$ cat config.mk
export PLATFORM = sky130hd
export DESIGN_NAME = jcc_sequencer
export DESIGN_NICKNAME = d
export VERILOG_FILES = /design/src/rtl/jcc_sequencer.sv
export SDC_FILE = /design/constraint.sdc
export NUM_CORES = 1
export LEC_CHECK = 0
export ABC_AREA = 1
export CORE_MARGIN = 2
export CORE_UTILIZATION = 42
export CTS_BUF_LIST = sky130_fd_sc_hd__clkbuf_4
export DETAILED_ROUTE_END_ITERATION = 6
export PLACE_DENSITY = 0.69
export SLEW_MARGIN = 10
export SYNTH_ARGS = -nofsm -noshare
export SYNTH_HDL_FRONTEND = slang
export SYNTH_SLANG_ARGS = --single-unit
$ cat constraint.sdc
create_clock -name clk -period 5.89 [get_ports clk]
set_input_delay 1.767 -clock clk [delete_from_list [all_inputs] [get_ports clk]]
set_output_delay 1.767 -clock clk [all_outputs]
set_load 0.05 [all_outputs]
$ cat src/rtl/jcc_sequencer.sv
// rtl/jcc_sequencer.sv - 8086 conditional branch / LOOP / JCXZ sequencer
module jcc_sequencer (
  input  logic        clk,
  input  logic        reset,
  input  logic        start,
  input  logic [7:0]  opcode,
  input  logic [15:0] flags,
  input  logic [15:0] cx_in,
  input  logic [15:0] ip_in,
  input  logic [7:0]  disp,
  input  logic        disp_valid,
  output logic        disp_ready,
  output logic [15:0] cx_out,
  output logic        cx_wr,
  output logic [15:0] ip_out,
  output logic        ip_wr,
  output logic        taken,
  output logic        busy,
  output logic        done
);

  // Architectural FLAGS bit positions
  localparam int CF_IDX = 0;
  localparam int PF_IDX = 2;
  localparam int ZF_IDX = 6;
  localparam int SF_IDX = 7;
  localparam int OF_IDX = 11;

  typedef enum logic [1:0] {IDLE, FETCH, EVAL, COMMIT} state_t;

  state_t      state;
  logic [7:0]  op_l;
  logic [15:0] cx_l;
  logic [15:0] ip_l;
  logic [7:0]  disp_l;
  logic        cf_l, pf_l, zf_l, sf_l, of_l;

  logic [15:0] cx_dec;
  logic [15:0] target;
  logic        jcc_cond;
  logic        decision;
  logic        is_loop_l;

  // Only five FLAGS bits feed branch conditions; the rest are intentionally ignored
  logic unused_flags;
  assign unused_flags = ^{flags[15:12], flags[10:8], flags[5:3], flags[1]};

  function automatic logic is_supported(input logic [7:0] op);
    return (op[7:4] == 4'h7) || (op[7:2] == 6'b111000);
  endfunction

  assign disp_ready = (state == FETCH);
  assign busy       = (state != IDLE);
  assign is_loop_l  = (op_l[7:2] == 6'b111000) && (op_l[1:0] != 2'b11);
  assign cx_dec     = cx_l - 16'd1;
  assign target     = ip_l + {{8{disp_l[7]}}, disp_l};

  // Branch condition from latched opcode, flags and CX; odd Jcc opcodes negate the even one
  always_comb begin
    jcc_cond = 1'b0;
    case (op_l[3:1])
      3'd0: jcc_cond = of_l;
      3'd1: jcc_cond = cf_l;
      3'd2: jcc_cond = zf_l;
      3'd3: jcc_cond = cf_l | zf_l;
      3'd4: jcc_cond = sf_l;
      3'd5: jcc_cond = pf_l;
      3'd6: jcc_cond = sf_l ^ of_l;
      3'd7: jcc_cond = (sf_l ^ of_l) | zf_l;
      default: jcc_cond = 1'b0;
    endcase
    decision = 1'b0;
    case (op_l)
      8'hE0:   decision = (cx_dec != 16'd0) & ~zf_l;
      8'hE1:   decision = (cx_dec != 16'd0) & zf_l;
      8'hE2:   decision = (cx_dec != 16'd0);
      8'hE3:   decision = (cx_l == 16'd0);
      default: decision = jcc_cond ^ op_l[0];
    endcase
  end

  // Sequencer FSM; strobes are registered and default low so each lasts exactly one cycle
  always_ff @(posedge clk or posedge reset) begin
    if (reset) begin
      state  <= IDLE;
      op_l   <= '0;
      cx_l   <= '0;
      ip_l   <= '0;
      disp_l <= '0;
      cf_l   <= 1'b0;
      pf_l   <= 1'b0;
      zf_l   <= 1'b0;
      sf_l   <= 1'b0;
      of_l   <= 1'b0;
      cx_out <= '0;
      cx_wr  <= 1'b0;
      ip_out <= '0;
      ip_wr  <= 1'b0;
      taken  <= 1'b0;
      done   <= 1'b0;
    end else begin
      cx_out <= '0;
      cx_wr  <= 1'b0;
      ip_out <= '0;
      ip_wr  <= 1'b0;
      taken  <= 1'b0;
      done   <= 1'b0;
      case (state)
        IDLE: begin
          if (start) begin
            op_l <= opcode;
            cx_l <= cx_in;
            ip_l <= ip_in;
            cf_l <= flags[CF_IDX];
            pf_l <= flags[PF_IDX];
            zf_l <= flags[ZF_IDX];
            sf_l <= flags[SF_IDX];
            of_l <= flags[OF_IDX];
            if (is_supported(opcode)) begin
              state <= FETCH;
            end else begin
              state <= COMMIT;
              done  <= 1'b1;
            end
          end
        end
        FETCH: begin
          if (disp_valid) begin
            disp_l <= disp;
            state  <= EVAL;
            if (is_loop_l) begin
              cx_wr  <= 1'b1;
              cx_out <= cx_dec;
            end
          end
        end
        EVAL: begin
          state <= COMMIT;
          done  <= 1'b1;
          taken <= decision;
          ip_wr <= decision;
          ip_out <= decision ? target : 16'd0;
        end
        COMMIT: begin
          state <= IDLE;
        end
        default: state <= IDLE;
      endcase
    end
  end

endmodule

; After elaboration in Yosys (flattened, before gate mapping)
; Cells that the tools add are included.
[op_classes]
eq_ne = 20
add_sub_neg = 2
bitwise_logic = 7
mux = 18
reduce_logical = 10
[op_table]
columns = op, count
row1 = 16-bit 2-to-1 mux, 5
row2 = 8-bit equality test (second input constant), 4
row3 = 16-bit adder, 1
row4 = 16-bit logical NOT, 1
row5 = 16-bit nonzero test, 1
row6 = 16-bit by 1-bit subtractor with 16-bit output (second input constant), 1
row7 = 3-bit equality test (second input constant), 4
row8 = 6-bit equality test (second input constant), 2
row9 = 1-bit case mux with 8 select lines, 1
row10 = 2-bit case mux with 4 select lines, 1
row11 = 3-bit by 2-bit equality test with 1-bit output (second input constant), 2
row12 = 1-bit 2-to-1 mux, 6
row13 = 2-bit 2-to-1 mux, 3
row14 = 2-bit != test (second input constant), 3
row15 = 2-bit AND reduction, 3
row16 = 2-bit equality test (second input constant), 2
row17 = 4-bit by 3-bit equality test with 1-bit output (second input constant), 1
row18 = 1-bit case mux with 4 select lines, 1
row19 = 3-bit by 1-bit equality test with 1-bit output (second input constant), 1
row20 = 3-bit logical NOT, 1
row21 = 1-bit AND, 2
row22 = 2-bit by 1-bit equality test with 1-bit output (second input constant), 1
row23 = 2-bit logical NOT, 1
row24 = 1-bit bitwise OR, 2
row25 = other kinds (6), 7
[totals]
out_inout_bits = 38
register_bits = 90
input_bits = 68
wordCells = 72

; Logic depth before layout (Yosys ltp)
[logic_depth]
depth_word = 7
mapped_depth = 16
depth_no_buf = 15

; Worst setup path after synthesis
; OpenSTA, ideal clock, no wires.
[synth_path]
kind = register to output
from = register state[0]
to = output port busy
stages_incl_launch_ff = 4
n_path_buf = 0
path_slack_ps = 3172
arrival_time_ps = 951
t_required_ps = 4123
path_cell_list = dfrtp_1 > inv_1 > ha_1 > inv_1
[synth_via]
elab_chain_len = 1
[synth_lines]
columns = element, line
row1 = start: declaration, 31  ; state_t state;
row2 = start signal: assignment, 85  ; state <= IDLE;
row3 = start signal: assignment, 120  ; state <= FETCH;
row4 = start signal: assignment, 122  ; state <= COMMIT;
row5 = 2-bit nonzero test, 53  ; assign busy = (state != IDLE);
row6 = end: declaration, 18  ; output logic busy,
; No other way between the ends.

; Final worst setup path
; Same ends and word-level chain as after synthesis.

==> results_dict.tcl <==
set metrics [dict create \
    slew-limit-headroom_pct 36.9 \
    core-area_um2 10700 \
    cts_hold_buf 0 \
    critPathMaxFanout 5 \
    cts_setup_buffers 0 \
    yosysWarningCount 0 \
    hpwlAfterDp_um 7280 \
    clk_pin_slew_ns 0.14 \
    drtIter0Drc 82 \
    worstSkewPairLatency_ns 0.45 \
    powerDensity_nw_per_um2 500 \
    viasPerCell 4.89 \
    synth_edf_count 0 \
    drive_gt1_share_pct 10.5 \
    place_inst 736 \
    power.ir.vdd_worst_mv 0.252 \
    synth_commonest_cells "nand2_1 (97), dfrtp_1 (90), nor2_1 (62)" \
    rsz0062_at_grt "false" \
    dieArea_um2 11700 \
    ys_async_sr_fraction_pct 100 \
    routedWlPerCell_um 12.7 \
    synth_area_leaders "dfrtp_1 (49%), nand2_1 (8.0%), mux2_2 (5.7%)" \
    grt_pass1_vias 3725 \
    gp_congestion 0.876 \
    cts_resized 0 \
    diodes 0 \
    outcome "complete, no violations" \
    timing.setup.tns_ns 0 \
    max_freq_mhz 262 \
    finalMaxSlewViolations 0 \
    synthToLayoutAreaGrowth_pct 27.7 \
    synthesis.nets 599 \
    start_util_pct 42.6 \
    ys_seq_area_share_pct 49.4 \
    yosysTopAreaCellShare_pct 49.4 \
    setup_viol 0 \
    cts_tree "built" \
    drc 0 \
    critPathArrivalTime_ns 2.05 \
    cp-start-kind "flip-flop" \
    drt-pass1-iter-count 4 \
    p_leak_uw 0.00275 \
    routed_wl_um 9580 \
    synth.cell_area_um2 4560 \
    io_pins 106 \
    cts_sinks 90 \
    synth_cells 510 \
    avgSynthCellArea_um2 8.93 \
    cts-root-buf "clkbuf_4" \
    fin_crit_sh_pct 64.8 \
    ant_nets 0 \
    clock_skew_ns 0.0156 \
    num_vias 3674 \
    period_needed_ns 3.81 \
    port_buffers 94 \
    grt_use_total_pct 17.6 \
    stdcell_count 752 \
    die_w_um 108 \
    crit_path_end_kind "output pin" \
    clockBufferDepth 2 \
    die_h_um 108 \
    finalNetCount 696 \
    grt_overflow_total 0 \
    numCtsBuffers 9 \
    finalHoldViolCount 0 \
    power_uw 2910 \
    critPathKind "reg2out" \
    antenna_found_initial 0 \
    rows 38 \
    synth_seq_cells 90 \
    maxCapViolations 0 \
    hold_class "reg2reg" \
    worst_pin_slew_ns 0.943 \
    synth_top_cell_by_area "dfrtp_1" \
    synth.most_common_cell "nand2_1" \
    ys_dominant_reg_cell "dfrtp_1" \
    grt_pass1_wl_um 16300 \
    h-tree-depth 3 \
    worstPathRequired_ns 4.12 \
    synthDistinctLibCells 37 \
    grt_max_degree 58 \
]
[metal layers]
layer  routed length, um  up-vias  GRT usage [%]
li1                    -     1843              -
met3                 435       19           2.83
met1                4270     1714           21.6
met2                4630       98           30.4
met4                 242        0           8.24
met5                   0        -              0
[critical path: stages, from the launching register on]
cell	delay [ns]
dfrtp_1	0.37
inv_1	0.07
ha_1	0.25
inv_1	0.09
clkdlybuf4s50_1	0.82
[cell usage in the layout, fill, tap and decap left out, types with 12 or more instances in the layout]
| cell type | count |
|---|---|
| nor2_2 | 12 |
| clkdlybuf4s50_1 | 94 |
| a21oi_1 | 45 |
| nor2_1 | 62 |
| nand3_1 | 21 |
| ha_1 | 20 |
| nand2_1 | 96 |
| inv_1 | 58 |
| mux2_2 | 23 |
| dfrtp_1 | 90 |
| o21ai_0 | 22 |
[stage by stage]
stage / cell area, um2 / setup slack (ns) / hold WS (ns) / utilization [%]
6_report: 5820 / 2.08 / 0.474 / 54.4
2_1_floorplan: 4560 / 1.79 / 0.432 / -
4_1_cts: 5820 / 2.04 / 0.479 / 54.4
3_3_place_gp: 5630 / 2.12 / 0.456 / 52.7
5_1_grt: 5820 / 1.98 / 0.517 / 54.4
3_5_place_dp: 5630 / 2.05 / 0.460 / 52.7
[path summary, 6_finish.rpt]
kind / startpoint / to / slack (ns) / cells past startpoint
max: state[0] / busy / 2.08 / 4
max reg2reg: cx_l[0] / ip_out[2] / 3.58 / 14
min reg2reg: cx_l[0] / cx_out[0] / 0.47 / 1
min in group asynchronous: reset / cx_l[1] / 1.81 / 2
max in group asynchronous: reset / op_l[1] / 3.11 / 3
min: cx_l[0] / cx_out[0] / 0.47 / 1
[state kept, by name (all words and copies together) (netlist names), 2 cells and up]
register	count
ip_l	16
state	2
disp_l	8
cx_out	16
op_l	8
cx_l	16
ip_out	16
[where the power goes]
group	leakage, uW	internal [uW]	switching (uW)
Clock	0.0000987	224	206
Combinational	0.00153	596	890
Sequential	0.00112	829	163
Total	0.00275	1650	1260
[area by class of cell]
type                    instances  area (um2)
clock buffers                  11        82.6
multi-input cells             350        2020
well taps                     140         175
clock inverters                 5         103
inverters                      60         226
repair buffers                 96         956
fillers                       959        4880
flip-flops and latches         90        2250
[logic make-up (layout without fill, tap and decap cells)]
family                   after synthesis  count (layout)  share of synthesized area [%]
multiplexers                          23              23                           5.69
flip-flops                            90              90                           49.4
AND/OR/NAND/NOR                      211             211                           20.1
XOR/XNOR                              18              18                           3.46
AO/OA/AOI/OAI                         77              77                           9.17
buffers and inverters                 70             172                           6.21
adder cells (fa/ha/maj)               21              21                           5.93
(Power assumes the default switching activity.)
